<file path="src/rtl/comple_pkg.sv">
// Shared types for the digit-serial sign-operation unit.
// Mode and state encodings plus the invert-select helper.
package comple_pkg;

  typedef enum logic [1:0] {
    MODE_PASS = 2'b00,
    MODE_NEG  = 2'b01,
    MODE_ABS  = 2'b10,
    MODE_NABS = 2'b11
  } mode_t;

  typedef enum logic [1:0] {
    S_IDLE = 2'b00,
    S_RUN  = 2'b01,
    S_DONE = 2'b10
  } state_t;

  // ABS inverts negatives, NABS inverts non-negatives
  function automatic logic inv_sel(mode_t mode, logic msb);
    logic r;
    r = 1'b0;
    unique case (mode)
      MODE_PASS: r = 1'b0;
      MODE_NEG:  r = 1'b1;
      MODE_ABS:  r = msb;
      MODE_NABS: r = ~msb;
      default:   r = 1'b0;
    endcase
    return r;
  endfunction

endpackage

</file>
<file path="src/rtl/comple_serial_if.sv">
// Operand-in / result-out handshake bundle
// for the digit-serial complementor.
interface comple_serial_if
  import comple_pkg::*;
#(
  parameter int WIDTH = 16
);
  logic             in_valid;
  logic             in_ready;
  logic [WIDTH-1:0] in_data;
  mode_t            in_mode;
  logic             out_valid;
  logic             out_ready;
  logic [WIDTH-1:0] out_data;
  logic             out_ovf;
  logic             out_zero;

  modport master (
    output in_valid, in_data, in_mode, out_ready,
    input  in_ready, out_valid, out_data, out_ovf, out_zero
  );

  modport slave (
    input  in_valid, in_data, in_mode, out_ready,
    output in_ready, out_valid, out_data, out_ovf, out_zero
  );
endinterface

</file>
<file path="src/rtl/comple_digit.sv">
// One digit of conditional invert and ripple increment.
// Time-multiplexed across the operand by the top level.
module comple_digit #(
  parameter int DIGIT = 4
) (
  input  logic [DIGIT-1:0] digit,
  input  logic             inv,
  input  logic             cin,
  output logic [DIGIT-1:0] sum,
  output logic             cout
);
  assign {cout, sum} = {1'b0, digit ^ {DIGIT{inv}}}
                     + {{DIGIT{1'b0}}, cin};
endmodule

</file>
<file path="src/rtl/comple_serial.sv">
// Digit-serial PASS/NEG/ABS/NABS unit with valid/ready
// handshakes; one DIGIT-wide slice per RUN cycle.
module comple_serial
  import comple_pkg::*;
#(
  parameter int WIDTH = 16,
  parameter int DIGIT = 4
) (
  input logic            clk,
  input logic            rst_n,
  comple_serial_if.slave bus
);
  localparam int STEPS = WIDTH / DIGIT;
  localparam int CW = (STEPS > 1) ? $clog2(STEPS) : 1;
  localparam logic [CW-1:0] LAST = CW'(STEPS - 1);
  localparam logic [WIDTH-1:0] MNEG =
    {1'b1, {(WIDTH-1){1'b0}}};

  state_t           state;
  logic [CW-1:0]    cnt;
  logic [WIDTH-1:0] w;
  logic [WIDTH-1:0] wnx;
  logic [WIDTH-1:0] dout;
  logic             inv;
  logic             carry;
  logic             ovf_q;
  logic             ovf;
  logic             zero;
  logic             inv_in;
  logic [DIGIT-1:0] sum;
  logic             cout;

  comple_digit #(.DIGIT(DIGIT)) u_digit (
    .digit (w[DIGIT-1:0]),
    .inv   (inv),
    .cin   (carry),
    .sum   (sum),
    .cout  (cout)
  );

  // Operand drains from the bottom while result fills from the top
  if (STEPS == 1) begin : g_one
    assign wnx = sum;
  end else begin : g_many
    assign wnx = {sum, w[WIDTH-1:DIGIT]};
  end

  assign inv_in = inv_sel(bus.in_mode, bus.in_data[WIDTH-1]);

  assign bus.in_ready  = (state == S_IDLE);
  assign bus.out_valid = (state == S_DONE);
  assign bus.out_data  = dout;
  assign bus.out_ovf   = ovf;
  assign bus.out_zero  = zero;

  always_ff @(posedge clk or negedge rst_n) begin
    if (!rst_n) begin
      state <= S_IDLE;
      cnt   <= '0;
      w     <= '0;
      dout  <= '0;
      inv   <= 1'b0;
      carry <= 1'b0;
      ovf_q <= 1'b0;
      ovf   <= 1'b0;
      zero  <= 1'b0;
    end else begin
      unique case (state)
        S_IDLE: begin
          if (bus.in_valid) begin
            w     <= bus.in_data;
            inv   <= inv_in;
            carry <= inv_in;
            ovf_q <= inv_in && (bus.in_data == MNEG);
            cnt   <= '0;
            state <= S_RUN;
          end
        end
        S_RUN: begin
          w     <= wnx;
          carry <= cout;
          cnt   <= cnt + 1'b1;
          if (cnt == LAST) begin
            dout  <= wnx;
            zero  <= (wnx == '0);
            ovf   <= ovf_q;
            cnt   <= '0;
            state <= S_DONE;
          end
        end
        S_DONE: begin
          if (bus.out_ready) state <= S_IDLE;
        end
        default: state <= S_IDLE;
      endcase
    end
  end
endmodule

</file>
<file path="src/flat_wrapper.sv">
// flat-port wrapper written by rule: the top's interface ports become plain ports
module comple_serial_flat import comple_pkg::*;
#(
  parameter int WIDTH = 16,
  parameter int DIGIT = 4
)
  (clk, rst_n, bus_in_valid, bus_in_data, bus_in_mode, bus_out_ready, bus_in_ready, bus_out_valid, bus_out_data, bus_out_ovf, bus_out_zero);
  comple_serial_if #(.WIDTH(WIDTH)) bus_i ();
  input logic clk;
  input logic rst_n;
  input wire logic [$bits(bus_i.in_valid)-1:0] bus_in_valid;
  input wire logic [$bits(bus_i.in_data)-1:0] bus_in_data;
  input wire logic [$bits(bus_i.in_mode)-1:0] bus_in_mode;
  input wire logic [$bits(bus_i.out_ready)-1:0] bus_out_ready;
  output wire logic [$bits(bus_i.in_ready)-1:0] bus_in_ready;
  output wire logic [$bits(bus_i.out_valid)-1:0] bus_out_valid;
  output wire logic [$bits(bus_i.out_data)-1:0] bus_out_data;
  output wire logic [$bits(bus_i.out_ovf)-1:0] bus_out_ovf;
  output wire logic [$bits(bus_i.out_zero)-1:0] bus_out_zero;
  assign bus_i.in_valid = bus_in_valid;
  assign bus_i.in_data = bus_in_data;
  assign bus_i.in_mode = bus_in_mode;
  assign bus_i.out_ready = bus_out_ready;
  assign bus_in_ready = bus_i.in_ready;
  assign bus_out_valid = bus_i.out_valid;
  assign bus_out_data = bus_i.out_data;
  assign bus_out_ovf = bus_i.out_ovf;
  assign bus_out_zero = bus_i.out_zero;
  comple_serial #(.WIDTH(WIDTH), .DIGIT(DIGIT)) u_core (.clk(clk), .rst_n(rst_n), .bus(bus_i));
endmodule
</file>
<file path="config.mk">
export PLATFORM = sky130hd
export DESIGN_NAME = comple_serial_flat
export DESIGN_NICKNAME = d
export VERILOG_FILES = /design/src/rtl/comple_pkg.sv /design/src/rtl/comple_serial_if.sv /design/src/rtl/comple_digit.sv /design/src/rtl/comple_serial.sv /design/src/flat_wrapper.sv
export SDC_FILE = /design/constraint.sdc
export NUM_CORES = 1
export LEC_CHECK = 0
export ABC_AREA = 1
export CAP_MARGIN = 15
export CORE_MARGIN = 3
export CORE_UTILIZATION = 40
export DETAILED_ROUTE_END_ITERATION = 8
export DONT_BUFFER_PORTS = 1
export SLEW_MARGIN = 20
export SYNTH_ARGS = -nofsm -noshare
export SYNTH_HDL_FRONTEND = slang
export SYNTH_SLANG_ARGS = --single-unit
</file>
<file path="constraint.sdc">
create_clock -name clk -period 4.06 [get_ports clk]
set_input_delay 0.406 -clock clk [delete_from_list [all_inputs] [get_ports clk]]
set_output_delay 0.406 -clock clk [all_outputs]
set_load 0.02 [all_outputs]
</file>
======== After elaboration in Yosys (flattened, before gate mapping) ========
Index checks and enable logic that the tools add are counted.
cells by class
  multiply operators ...................... 0
  reductions and logical operators ........ 9
  bitwise operators ....................... 2
  shift operators ......................... 0
  mux-type cells .......................... 12
  div/mod/pow operators ................... 0
  add/subtract/negate cells ............... 2
  magnitude comparators ................... 0
  equality and inequality tests ........... 10
operators with widths
  operator                                                               number
  16-bit case mux with 2 select lines                                    1
  16-bit equality test, second input constant                            1
  16-bit zero test                                                       1
  16-bit two-way mux                                                     1
  2-bit two-way mux                                                      5
  2-bit equality test, second input constant                             4
  2-bit case mux with 3 select lines                                     1
  2-bit AND reduction                                                    3
  4-bit by 1-bit adder with 5-bit output                                 1
  2-bit by 1-bit equality test with 1-bit output, second input constant  2
  2-bit zero test                                                        2
  2-bit != test, second input constant                                   2
  1-bit case mux with 4 select lines                                     1
  2-bit case mux with 2 select lines                                     1
  4-bit bitwise XOR                                                      1
  3-bit AND reduction                                                    1
  2-bit by 1-bit adder with 2-bit output, second input constant          1
  2-bit by 1-bit != test with 1-bit output, second input constant        1
  1-bit case mux with 2 select lines                                     1
  2-bit nonzero test                                                     1
  1-bit logical AND                                                      1
  1-bit two-way mux                                                      1
  1-bit inverter                                                         1
storage, ports and cells
  bits of input ports ..................... 22
  RAM bits ................................ 0
  register bits ........................... 41
  memory bits (read-only) ................. 0
  memories kept ........................... 0
  logic and storage cells ................. 44
  latch bits .............................. 0

======== Logic depth before layout (Yosys ltp) ========
  word-level depth ........................ 4
  gate-level depth with buffers ........... 12
  depth with buffers taken out ............ 11

======== By module ========
Synthesis repeated with hierarchy kept, for this count alone.
second synthesis, totals
  cell total of the unflattened synthesis .. 252
  area total of the unflattened synthesis .. 2088.3 um^2
by module, submodules not included
  module         area an instance (um^2)  sequential area each (um^2)  times used  cells an instance
  comple_serial  1900.6                   1026.0                       1           225
  comple_digit   187.7                    0.0                          1           27

======== Least setup slack after synthesis ========
No wires, ideal clock.
  kind .................................... reg2reg
  from .................................... reg u_core.inv
  to ...................................... reg u_core.zero, in the netlist u_core.bus.out_zero
  arrival ................................. 1.572 ns
  buffers on the path ..................... 1
  setup time .............................. 0.065 ns
  path slack .............................. 2.423 ns
  clock period less this slack ............ 1.637 ns
  data required time ...................... 3.995 ns
  stages on the path, launching flop included .. 12
  path through ............................ dfrtp_1 clkbuf_2 xor2_1 ha_1 ha_1 inv_1 nand2_1 nor2_1 nand3_1 nor2_1 nand2_1 nand2_1
between the ends
  cells in the longest elaborated chain, start to end .. 3
RTL lines
  what                                    line                 text
  start: declaration                      comple_serial.sv:24  logic inv;
  start signal: assignment                comple_serial.sv:72  inv <= inv_in;
  4-bit bitwise XOR                       comple_digit.sv:12   assign {cout, sum} = {1'b0, digit ^ {DIGIT{inv}}}
  4-bit by 1-bit adder with 5-bit output  comple_digit.sv:13   + {{DIGIT{1'b0}}, cin};
  named net u_core.sum[1]                 comple_serial.sv:30  logic [DIGIT-1:0] sum;
  16-bit zero test                        comple_serial.sv:85  zero <= (wnx == '0);
  end signal: assignment                  comple_serial.sv:85
  end: declaration                        comple_serial.sv:28  logic zero;
The timed path passes the listed nets, and every way through them passes these cells.
A chain may end at the register's enable or synchronous reset.

======== Final worst setup path ========
Same ends and word-level chain as after synthesis.

==> results_dict.tcl <==
set metrics [dict create \
    status "finished clean" \
    ys_types 26 \
    path_cells "xor2_1, ha_1, ha_1, inv_1, nand2_1, nor2_1, nand3_1, nor2_1, nand2_1, nand2_1" \
    wire_per_inst_um 13.75 \
    cp_max_fo 6 \
    path_depth 10 \
    ys.flop_type "dfrtp_1" \
    setup_viol 0 \
    hpwlAfterDp_mm 3.120 \
    async_reset_ff_share_pct 100.0 \
    fillCellCount 505 \
    overflow 0 \
    vias 1503 \
    grt_usage_pct 15.03 \
    preCtsSetupSlack_ns 2.362 \
    syn_inst 238 \
    gp_congestion 0.8472 \
    ys_warn_count 0 \
    fin_nets 263 \
    postCtsHoldBufs 2 \
    die_x_um 78.10 \
    crit_slowest_cell "dfrtp_1" \
    worstSetupPathType "reg -> reg" \
    drt-initial-drc-count 65 \
    ir_worst_vdd_mv 0.3161 \
    crit_end "u_core.bus.out_zero" \
    tightestPinTransition_ns 0.6697 \
    crit_path_start "u_core.inv" \
    postRouteAntennaNets 0 \
    reg2regPathDepth 10 \
    crit_required_ns 4.29 \
    hold_viol 0 \
    synth_area_um2 2079 \
    final.min_clock_period_ns 1.726 \
    timing.rr.end "u_core.bus.out_zero" \
    vias_per_cell 4.912 \
    worst_slack_ns 2.334 \
    core_um2 4880 \
    critPathTopFamily "adder cells" \
    grt_start_max_net_pins 42 \
    die_h_um 78.10 \
    syn2layout_area_growth_pct 7.341 \
    rsz0062_at_grt "no" \
    fp.dieArea_um2 6100 \
    io-pin-count 42 \
    report.final.slew_viol_count 0 \
    syn_area_per_cell_um2 8.737 \
    synth_edf_count 0 \
    cts_buffers 5 \
    drive_gt1_share_pct 13.81 \
    cpPeakStageDelay_ns 0.45 \
    synth_nets 263 \
    synthTopCellsByArea "dfrtp_1 (49%), nand2_1 (12%), o21ai_2 (6.3%), o211ai_1 (4.7%), inv_1 (4.3%)" \
    fin_crit_sh_pct 42.52 \
    critPathArrivalTime_ns 1.95 \
    grt_pass1_vias 1495 \
    numClockSinks 41 \
    cts_tree "done" \
    drcViolationCount 0 \
    rows 25 \
    clk_transition_reported_paths_ns 0.07 \
    diodes 0 \
    synth_seq_area_share_pct 49.34 \
    postCtsSetupBuffers 0 \
    hold_class "in -> reg" \
    reg2reg_slack_ns 2.33 \
    critPathCaptureType "register" \
    maxCapViolations 0 \
    io_buffers 0 \
    leakagePower_nw 1.070 \
    antenna_found_initial 0 \
    synth_top_area_cell "dfrtp_1" \
    dr.pass1.iters 4 \
    post-route-util_pct 45.74 \
    htree_levels 2 \
    start_util_pct 42.62 \
    grt_first_pass_wirelength_mm 7.079 \
    crit_top_cell "nand2_1" \
    placedCellCount 296 \
    layout_common_cells "nand2_1 (67), dfrtp_1 (41), inv_1 (24), nor2_1 (24), o21ai_2 (15)" \
    ys_ff_latch 41 \
    crit_buf_inv 1 \
    skew_ns 0.008392 \
    drt-total-wl_mm 4.209 \
    timing.setup.tns_ns 0 \
    clk_latency_ns 0.29 \
    final_common_cell "nand2_1" \
    critPathLaunchType "register" \
    cts_root_buffer "clkbuf_8" \
    fmaxAchievable_mhz 579.3 \
    relSlewSlack_pct 55.29 \
    final_cells 306 \
    regToRegStartpoint "u_core.inv" \
    power_density_nw_per_um2 922.6 \
    post_cts_resized 0 \
    cts_buffer_depth 2 \
    yosysTopAreaCellShare_pct 49.34 \
]
==> flip-flops by register name (all words and copies together) (netlist names), 2 cells and up <==
name,flops
u_core.bus.out_data,16
u_core.w,16
u_core.state,2
u_core.cnt,2
==> cell usage after synthesis (2+ instances only) <==
cell / count
o211ai_1: 13
ha_1: 3
buf_6: 6
o22ai_1: 2
inv_2: 3
o21ai_1: 8
inv_1: 24
xor2_1: 2
nand2_4: 2
nor2_1: 24
o21ai_2: 15
nand2_1: 67
o21ai_0: 10
dfrtp_1: 41
nand3_1: 7
==> report_power, final <==
group / internal [mW] / total [mW] / switching, mW
sequential: 0.599 / 0.803 / 0.204
clock: 0.244 / 0.384 / 0.139
combinational: 0.288 / 0.873 / 0.584
==> worst min-delay path by stage <==
stage                   from                      to  slack, ns  cells after the start
2_1_floorplan          rst_n  u_core.bus.out_data[0]       0.11                      0
3_3_place_gp           rst_n  u_core.bus.out_data[6]       0.11                      0
3_5_place_dp           rst_n  u_core.bus.out_data[6]       0.11                      0
4_1_cts        bus_out_ready         u_core.state[1]       0.20                      1
5_1_grt        bus_out_ready         u_core.state[1]       0.19                      1
6_report       bus_out_ready         u_core.state[1]       0.21                      1
==> stage by stage <==
stage,instance area [um2],hold slack (ns),total power [mW]
finish,2232,0.2099,2.059
global route,2232,0.1944,2.255
CTS,2232,0.1999,2.087
detailed placement,2068,0.1116,1.682
global placement,2068,0.1115,1.667
floorplan,2079,0.1104,1.585
==> routing by layer <==
layer  vias to the layer above  global-route usage [%]  part of all wire [%]
li1                        763                       -                     -
met2                        36                   23.89                    45
met1                       696                   19.36                    48
met5                         -                       0                     0
met3                         8                   4.014                   5.2
met4                         0                   6.294                   2.0
==> layout make-up <==
| cell class | count | area, um2 | area share (%) |
|---|---|---|---|
| timing repair buffer | 2 | 30.03 | 1.345 |
| inverter | 28 | 107.6 | 4.821 |
| sequential | 41 | 1026 | 45.96 |
| clock inverter | 3 | 65.06 | 2.915 |
| tap | 67 | 83.83 | 3.756 |
| multi-input combinational | 160 | 850.8 | 38.12 |
| clock buffer | 5 | 68.82 | 3.083 |
==> kinds of logic after synthesis <==
logic type / Yosys count / synth area share, %
and+or+nand+nor: 104 / 21.30
AOI/OAI and AO/OA: 51 / 16.97
DFF: 41 / 49.34
buffers and inverters: 37 / 9.747
adders and majority gates: 3 / 1.805
xor gates and xnor gates: 2 / 0.8425
No activity file was read; power rests on OpenSTA's default activity.
